### src/rtl/evm_pkg.sv
// evm_pkg: shared ballot-unit state encoding and default timing parameters
package evm_pkg;
  localparam int DEF_DEBOUNCE_CYCLES = 8;
  localparam int DEF_PULSE_LEN       = 4;
  localparam int DEF_LOCKOUT_CYCLES  = 20;
  typedef enum logic [1:0] {
    ST_IDLE,
    ST_ARMED,
    ST_EMIT,
    ST_LOCKOUT
  } state_t;
endpackage

### src/rtl/btn_debounce.sv
// btn_debounce: 2-flop synchronizer followed by a counting debouncer with a rise pulse
module btn_debounce
  import evm_pkg::*;
#(
  parameter int DEBOUNCE_CYCLES = DEF_DEBOUNCE_CYCLES
) (
  input  logic clk,
  input  logic rst,
  input  logic raw,
  output logic level,
  output logic rise
);
  localparam int CW = $clog2(DEBOUNCE_CYCLES + 1);
  localparam logic [CW-1:0] D_END = CW'(DEBOUNCE_CYCLES - 1);
  logic [1:0]    r_sync;
  logic          r_level;
  logic          r_rise;
  logic [CW-1:0] r_cnt;
  logic          w_diff;
  logic          w_flip;
  assign w_diff = r_sync[1] != r_level;
  assign w_flip = w_diff && (r_cnt == D_END);
  assign level  = r_level;
  assign rise   = r_rise;
  // Accept a level change only after the synchronized input has disagreed for the full window
  always_ff @(posedge clk) begin
    if (rst) begin
      r_sync  <= '0;
      r_level <= 1'b0;
      r_rise  <= 1'b0;
      r_cnt   <= '0;
    end else begin
      r_sync  <= {r_sync[0], raw};
      r_rise  <= w_flip && !r_level;
      r_level <= w_flip ? !r_level : r_level;
      r_cnt   <= (w_diff && !w_flip) ? r_cnt + 1'b1 : '0;
    end
  end
endmodule

### src/rtl/ballot_unit.sv
// ballot_unit: arms a ballot, accepts one clean button press and emits a fixed-length vote pulse
module ballot_unit
  import evm_pkg::*;
#(
  parameter int DEBOUNCE_CYCLES = DEF_DEBOUNCE_CYCLES,
  parameter int PULSE_LEN       = DEF_PULSE_LEN,
  parameter int LOCKOUT_CYCLES  = DEF_LOCKOUT_CYCLES
) (
  input  logic        clk,
  input  logic        rst,
  input  logic        ballot_enable,
  input  logic        btn_1,
  input  logic        btn_2,
  input  logic        btn_3,
  input  logic        i_voting_over,
  output logic        candidate_1,
  output logic        candidate_2,
  output logic        candidate_3,
  output logic        ballot_ready,
  output logic        vote_cast,
  output logic        reject,
  output logic [15:0] ballots_issued
);
  localparam int CMAX = (PULSE_LEN > LOCKOUT_CYCLES) ? PULSE_LEN : LOCKOUT_CYCLES;
  localparam int CW   = $clog2(CMAX + 1);
  localparam logic [CW-1:0] P_END = CW'(PULSE_LEN - 1);
  localparam logic [CW-1:0] L_END = CW'(LOCKOUT_CYCLES - 1);
  state_t        r_state;
  state_t        w_next;
  logic [CW-1:0] r_cnt;
  logic [2:0]    r_sel;
  logic [2:0]    r_cand;
  logic          r_ready;
  logic          r_vote;
  logic          r_reject;
  logic [15:0]   r_issued;
  logic [2:0]    w_rise;
  logic [2:0]    w_lvl;
  logic          w_single;
  logic          w_multi;
  logic          w_reject;
  logic [2:0]    w_sel_next;
  btn_debounce #(.DEBOUNCE_CYCLES(DEBOUNCE_CYCLES)) u_db1 (
    .clk(clk), .rst(rst), .raw(btn_1), .level(w_lvl[0]), .rise(w_rise[0])
  );
  btn_debounce #(.DEBOUNCE_CYCLES(DEBOUNCE_CYCLES)) u_db2 (
    .clk(clk), .rst(rst), .raw(btn_2), .level(w_lvl[1]), .rise(w_rise[1])
  );
  btn_debounce #(.DEBOUNCE_CYCLES(DEBOUNCE_CYCLES)) u_db3 (
    .clk(clk), .rst(rst), .raw(btn_3), .level(w_lvl[2]), .rise(w_rise[2])
  );
  assign w_single   = $onehot(w_rise) && ((w_lvl & ~w_rise) == 3'b000);
  assign w_multi    = (|w_rise) && !w_single;
  assign w_sel_next = (r_state == ST_ARMED && w_next == ST_EMIT) ? w_rise : r_sel;
  // Next-state and reject decision; closing the election outranks any same-cycle press
  always_comb begin
    w_next   = r_state;
    w_reject = 1'b0;
    case (r_state)
      ST_IDLE:    w_next = (ballot_enable && !i_voting_over) ? ST_ARMED : ST_IDLE;
      ST_ARMED: begin
        if (i_voting_over) w_next = ST_IDLE;
        else if (w_single) w_next = ST_EMIT;
        else w_reject = w_multi;
      end
      ST_EMIT:    w_next = (r_cnt == P_END) ? ST_LOCKOUT : ST_EMIT;
      ST_LOCKOUT: w_next = (r_cnt == L_END) ? ST_IDLE : ST_LOCKOUT;
      default:    w_next = ST_IDLE;
    endcase
  end
  // State, shared pulse/lockout counter and all registered outputs
  always_ff @(posedge clk) begin
    if (rst) begin
      r_state  <= ST_IDLE;
      r_cnt    <= '0;
      r_sel    <= '0;
      r_cand   <= '0;
      r_ready  <= 1'b0;
      r_vote   <= 1'b0;
      r_reject <= 1'b0;
      r_issued <= '0;
    end else begin
      r_state  <= w_next;
      r_cnt    <= (w_next != r_state) ? '0 : r_cnt + 1'b1;
      r_sel    <= w_sel_next;
      r_cand   <= (w_next == ST_EMIT) ? w_sel_next : 3'b000;
      r_ready  <= w_next == ST_ARMED;
      r_vote   <= r_state == ST_EMIT && w_next == ST_LOCKOUT;
      r_reject <= w_reject;
      r_issued <= (r_state == ST_IDLE && w_next == ST_ARMED && r_issued != 16'hFFFF) ? r_issued + 16'd1 : r_issued;
    end
  end
  assign candidate_1    = r_cand[0];
  assign candidate_2    = r_cand[1];
  assign candidate_3    = r_cand[2];
  assign ballot_ready   = r_ready;
  assign vote_cast      = r_vote;
  assign reject         = r_reject;
  assign ballots_issued = r_issued;
endmodule

### config.mk
export PLATFORM = sky130hd
export DESIGN_NAME = ballot_unit
export DESIGN_NICKNAME = d
export VERILOG_FILES = /design/src/rtl/evm_pkg.sv /design/src/rtl/btn_debounce.sv /design/src/rtl/ballot_unit.sv
export SDC_FILE = /design/constraint.sdc
export NUM_CORES = 1
export LEC_CHECK = 0
export ABC_AREA = 1
export CAP_MARGIN = 30
export CORE_AREA = 2 2 85 62
export CTS_BUF_LIST = sky130_fd_sc_hd__clkbuf_8
export DETAILED_ROUTE_END_ITERATION = 8
export DIE_AREA = 0 0 87 64
export PLACE_DENSITY = 0.78
export SLEW_MARGIN = 40
export SYNTH_ARGS = -nofsm -noshare
export SYNTH_HDL_FRONTEND = slang
export SYNTH_HIERARCHICAL = 1
export SYNTH_SLANG_ARGS = --single-unit
### constraint.sdc
create_clock -name clk -period 4 [get_ports clk]
set_input_delay 0.4 -clock clk [delete_from_list [all_inputs] [get_ports clk]]
set_output_delay 0.4 -clock clk [all_outputs]
set_load 0.1 [all_outputs]
==> impl_metrics.json, run 1 <==
{
  "synth_nets": 354,
  "r2r_start": "u_db1/rise",
  "period_minus_slack_ns": 1.87,
  "timing.fmax_mhz": 535,
  "cts_made_buffers": 5,
  "slew_headroom_pct": 47.6,
  "endpoint_kind": "flip-flop",
  "io_pins": 29,
  "drv_cap": 0,
  "die_h_um": 64,
  "outcome": "finished clean",
  "synth_edf_count": 0,
  "cts_setup_buffers": 0,
  "synthCells": 341,
  "synth_warnings": 6,
  "syn_area_um2": 2600,
  "seqCellArea_um2": 1120,
  "leakagePower_nw": 1.18,
  "critical_path_class": "flip-flop to flip-flop",
  "worstPathMaxFanout": 5,
  "die_area_um2": 5570,
  "synth_common_cells": "nand2_1 (66), dfxtp_1 (56), nor2_1 (52)",
  "skew_ns": 0.0113,
  "clk_pin_slew_ns": 0.09,
  "tns_ns": 0,
  "clock_latency_ns": 0.30,
  "hold_ws_ns": 0.405,
  "wirelength_um": 4740,
  "synth.lib_cells_used.distinct": 26,
  "fp-row-count": 21,
  "synth_top_area_cell": "dfxtp_1",
  "p_sw_share_pct": 24.5,
  "reg2reg_slack_ns": 2.13,
  "async_reset_ff_share_pct": 0,
  "switchingPower_uw": 229,
  "chipWidth_um": 87,
  "pwr-share-seq_pct": 61.5,
  "grt_overflow_total": 0,
  "power.density_nw_per_um2": 324,
  "cp-startpoint": "u_db1/rise",
  "yosysMostFrequentCell": "nand2_1",
  "ys_ff_latch": 56,
  "grt_usage_pct": 18.0,
  "synth_ff_type": "dfxtp_1",
  "clock_path_buffers": 2,
  "final_antenna_net_count": 0,
  "p_clk_share_pct": 30.7,
  "avgViaCountPerCell": 4.89,
  "area_growth_pct": 11.2,
  "hold_violations": 0,
  "antennaDiodeCount": 0,
  "p_int_uw": 706,
  "antenna_found_initial": 0,
  "nNetsFinal": 386,
  "postCtsHoldBufs": 0,
  "tightest_slew_ns": 0.783,
  "drive_gt1_share_pct": 18.2,
  "grt_max_degree": 22,
  "slew_violations": 0,
  "synth.top_cell.area_share_pct": 43.2,
  "wl_per_cell_um": 11.0,
  "io_buffers": 28,
  "setup_viol": 0,
  "post_cts_resized": 0,
  "cts.htree.levels": 2,
  "drc": 0,
  "cp.arrival_ns": 2.06,
  "syn_area_per_cell_um2": 7.61,
  "cp.required_ns": 4.19,
  "cts_root_buf": "clkbuf_8",
  "dp_hpwl_um": 3650,
  "worstSetupEndpoint": "r_cnt[1]",
  "grt_pass1_wl_um": 7910,
  "vias": 2101,
  "hold_path.class": "flip-flop to flip-flop",
  "cts.sinks": 56,
  "ys_seq_area_share_pct": 43.2,
  "fin_crit_sh_pct": 46.8,
  "drt_first_pass_iters": 4,
  "grt_pass1_vias": 1717,
  "rsz0062_at_grt": "false",
  "drt_iter0_drc": 95,
  "startpoint_type": "flip-flop",
  "ys_top_cells_by_area": "dfxtp_1 (43%), nand2_1 (9.5%), nor2_1 (7.5%), inv_1 (6.5%), nand3_1 (5.6%)",
  "coreArea_um2": 4700,
  "ir_drop_v": 0.000266,
  "multi_input_area_um2": 1240,
  "cts_tree": "yes",
  "r2r-end": "r_cnt[1]",
  "combPwrFrac_pct": 7.8,
  "nFillCells": 455,
  "gp_congestion": 0.869,
  "start_util_pct": 55.2,
  "worst_r2r_path_depth": 10
}
[how the worst min path moves through the flow]
stage	from	end	slack (ns)	depth (start not counted)
finish	u_db1/r_sync[0]	u_db1/r_sync[1]	0.40	2
floorplan	u_db1/r_sync[0]	u_db1/r_sync[1]	0.39	2
global route	u_db2/r_sync[0]	u_db2/r_sync[1]	0.43	2
global placement	u_db1/r_sync[0]	u_db1/r_sync[1]	0.39	2
detailed placement	u_db1/r_sync[0]	u_db1/r_sync[1]	0.39	2
CTS	u_db1/r_sync[0]	u_db1/r_sync[1]	0.41	2
[critical path, stage by stage, from the launching register on]
cell and delay (ns):
dfxtp_1 0.35, fa_1 0.53, nand2_1 0.05, nor2_1 0.13, nand2_1 0.08, nand2_1 0.08
nand3_1 0.13, nand2_1 0.14, nand2_1 0.07, nand3_1 0.15, nor2_1 0.06
[cell usage in the layout (no fill, tap or decap), types with 2 or more instances in the layout]
cell | synthesis | layout
a21oi_2 | 9 | 9
nand2_1 | 66 | 66
xor2_1 | 11 | 11
nor2_4 | 4 | 4
o21ai_0 | 5 | 5
clkdlybuf4s50_1 | 0 | 6
nor2_1 | 52 | 52
or2_2 | 2 | 2
nand2_2 | 10 | 10
clkbuf_8 | 0 | 5
ha_1 | 5 | 5
dfxtp_1 | 56 | 56
nor3_1 | 7 | 7
nor3_2 | 3 | 3
a21oi_1 | 9 | 9
nand4_1 | 8 | 8
nand3_2 | 4 | 4
xnor2_1 | 4 | 4
inv_1 | 45 | 45
inv_2 | 4 | 4
nand3_1 | 29 | 29
buf_2 | 0 | 22
[flip-flops by register name (all words and copies together) (netlist names), 2 cells and up]
register        cells
ballots_issued     16
r_cand              3
r_cnt               5
r_sel               3
r_state             2
u_db1/r_cnt         4
u_db1/r_sync        2
u_db2/r_cnt         4
u_db2/r_sync        2
u_db3/r_cnt         4
u_db3/r_sync        2
[cell families after synthesis]
logic type      Yosys count  synth area share [%]
flops                    56                  43.2
simple gates            186                  33.7
fa+ha+maj                 6                  3.18
compound gates           24                  5.98
xor+xnor                 15                  5.06
buf+inv                  54                  8.92
[layer usage]
metal,vias up,wire length [um],track usage [%]
met1,930,2600,29.7
li1,1131,-,-
met3,2,263,4.65
met4,0,22,4.10
met2,38,1860,22.7
met5,-,0,0
[metrics by stage]
| step | total power, mW | cells | setup WS, ns | cell area (um2) | utilization (%) |
|---|---|---|---|---|---|
| 3_3_place_gp | 0.662 | 423 | 1.97 | 2920 | 62.0 |
| 3_5_place_dp | 0.661 | 423 | 1.92 | 2810 | 59.7 |
| 2_1_floorplan | 0.643 | 341 | 1.69 | 2600 | - |
| 4_1_cts | 0.946 | 430 | 2.12 | 2890 | 61.4 |
| 6_report | 0.935 | 430 | 2.13 | 2890 | 61.4 |
| 5_1_grt | 0.979 | 430 | 1.94 | 2890 | 61.4 |
[power by group through the flow]
stage | clock network [mW] | registers [mW] | logic [mW]
CTS | 0.298 | 0.575 | 0.0728
global placement | 0 | 0.588 | 0.0735
detailed placement | 0 | 0.588 | 0.0725
floorplan | 0 | 0.604 | 0.0392
finish | 0.287 | 0.575 | 0.0726
global route | 0.322 | 0.577 | 0.0801
[final cells by class]
class | count | area share (%)
tap | 57 | 2.47
clock inverter | 2 | 0.433
multi-input combinational | 231 | 43.1
timing repair buffer | 29 | 6.15
inverter | 50 | 6.67
clock buffer | 5 | 2.38
sequential | 56 | 38.8
No activity file was read; power rests on OpenSTA's default activity.
==> run 2: changes to the inputs <==
- clock period: 4 -> 1.8 ns (I/O delays scaled with it)
==> run 2 against run 1 <==
Worst setup slack got worse by 2.0 ns; first-iteration DRC count decreased by 16%; wire length increased by 3.8%; critical path type unchanged; non-clock buffer count increased by 4; power increased by 130%; clock power increased by 150%; largest cell class unchanged; clock skew decreased by 0.0015 ns; design area increased by 7.7%.
==> impl_metrics.json, run 2 (synthesis gave the netlist of run 1 again) <==
{
  "leakagePower_nw": 1.24,
  "hold_path.class": "primary input to flip-flop",
  "period_minus_slack_ns": 1.72,
  "cts_root_buf": "clkbuf_8",
  "outcome": "finished clean",
  "die_area_um2": 5570,
  "startpoint_type": "flip-flop",
  "drt_first_pass_iters": 4,
  "final_cell_mix": "nand2_1 (63), nor2_1 (47), inv_1 (44)",
  "slew_headroom_pct": 73.1,
  "area_growth_pct": 19.8,
  "hold_ws_ns": 0.380,
  "switchingPower_uw": 546,
  "tns_ns": 0,
  "cts.htree.levels": 2,
  "cts_made_buffers": 5,
  "multi_input_area_um2": 1310,
  "skew_ns": 0.00987,
  "chipWidth_um": 87,
  "min_from": "btn_3",
  "dp_hpwl_um": 3560,
  "nFillCells": 391,
  "nNetsFinal": 390,
  "cp.arrival_ns": 1.92,
  "endpoint_kind": "flip-flop",
  "wirelength_um": 4920,
  "final_common_cell": "nand2_1",
  "die_h_um": 64,
  "clock_latency_ns": 0.31,
  "hold_violations": 0,
  "cp.required_ns": 2.00,
  "drv_cap": 0,
  "vias": 2182,
  "largest_reg_flops": 16,
  "tightest_slew_ns": 0.400,
  "wl_per_cell_um": 11.3,
  "p_clk_share_pct": 32.4,
  "worstPathMaxFanout": 5,
  "rsz0062_at_grt": "true",
  "drt_iter0_drc": 80,
  "p_int_mw": 1.64,
  "r2r_start": "u_db1/rise",
  "grt_usage_pct": 18.8,
  "start_util_pct": 55.2,
  "grt_overflow_total": 0,
  "cts.sinks": 56,
  "p_sw_share_pct": 25.0,
  "cts_tree": "yes",
  "cp-startpoint": "u_db1/rise",
  "fp-row-count": 21,
  "drive_gt1_share_pct": 27.5,
  "drc": 0,
  "gp_congestion": 0.829,
  "ir_drop_v": 0.000544,
  "power.density_nw_per_um2": 702,
  "final_antenna_net_count": 0,
  "timing.fmax_mhz": 583,
  "fin_crit_sh_pct": 95.3,
  "grt_pass1_vias": 1936,
  "io_buffers": 28,
  "clock_path_buffers": 2,
  "grt_pass1_wl_um": 8380,
  "avgViaCountPerCell": 5.02,
  "grt_max_degree": 34,
  "clk_pin_slew_ns": 0.09,
  "combPwrFrac_pct": 9.0,
  "setup_viol": 0,
  "antenna_found_initial": 0,
  "antennaDiodeCount": 0,
  "seqCellArea_um2": 1150,
  "critical_path_class": "flip-flop to flip-flop",
  "slew_violations": 0,
  "pwr-share-seq_pct": 58.6,
  "io_pins": 29,
  "coreArea_um2": 4700
}
==> run 2: changes by cell type in the layout (fill, tap and decap cells not counted), moves of 5 or more <==
cell	change
buf_2	-22
nor2_2	+5
dfxtp_2	+15
nor2_1	-5
nand3_1	-5
buf_4	+24
dfxtp_1	-17
==> run 2: metal layers <==
metal,track usage (%),share of wire (%),up-vias
li1,-,-,1142
met1,27.9,51,984
met2,27.3,43,51
met3,4.13,4.6,5
met4,5.27,0.96,0
met5,0,0,-
==> run 2: stage by stage <==
step	instance area (um2)	worst slack [ns]	cells	power [mW]	util (%)
floorplan	2620	0.0691	341	1.43	-
global placement	2930	0.0566	425	1.48	62.2
detailed placement	2930	-0.0259	425	1.48	62.2
CTS	3030	0.0139	433	2.20	64.4
global route	3110	-0.0385	435	2.28	66.1
finish	3110	0.0844	435	2.18	66.1
==> run 2: what timing repair did <==
action                                 CTS  global route
gates cloned                             0             0
pin swaps                                0             6
buffers inserted                         0             2
endpoints found under the hold margin    0             0
setup endpoints to repair                5            11
hold buffers                             0             0
resized for setup                        1            18
==> run 2: layout make-up <==
cell class,count,area share (%)
clock buffer,6,2.66
multi-input combinational,231,42.3
sequential,56,36.9
timing repair buffer,33,9.26
clock inverter,2,0.443
inverter,50,6.20
tap,57,2.29
==> run 2: path summary, 6_finish.rpt <==
| kind | endpoint | slack, ns | cells past startpoint |
|---|---|---|---|
| min | u_db3/r_sync[0] | 0.38 | 3 |
| max | r_cnt[1] | 0.08 | 10 |
| max reg2reg | r_cnt[1] | 0.08 | 10 |
| min reg2reg | u_db2/r_sync[1] | 0.41 | 2 |
==> run 2: power groups by stage <==
stage          registers [mW]  logic (mW)  clock network, mW
6_report                 1.28       0.196              0.709
5_1_grt                  1.28       0.213              0.781
4_1_cts                  1.28       0.176              0.746
3_5_place_dp             1.31       0.174                  0
3_3_place_gp             1.31       0.171                  0
2_1_floorplan            1.34      0.0871                  0
==> run 2: worst max-delay path: stages, from the launching register on <==
cell and delay [ns]:
dfxtp_2 0.35, fa_1 0.53, nand2_1 0.06, nor2_2 0.11
nand2_1 0.08, nand2_2 0.09, nand3_4 0.11, nand2_4 0.11
nand2_4 0.06, nand3_4 0.09, nor2_1 0.05
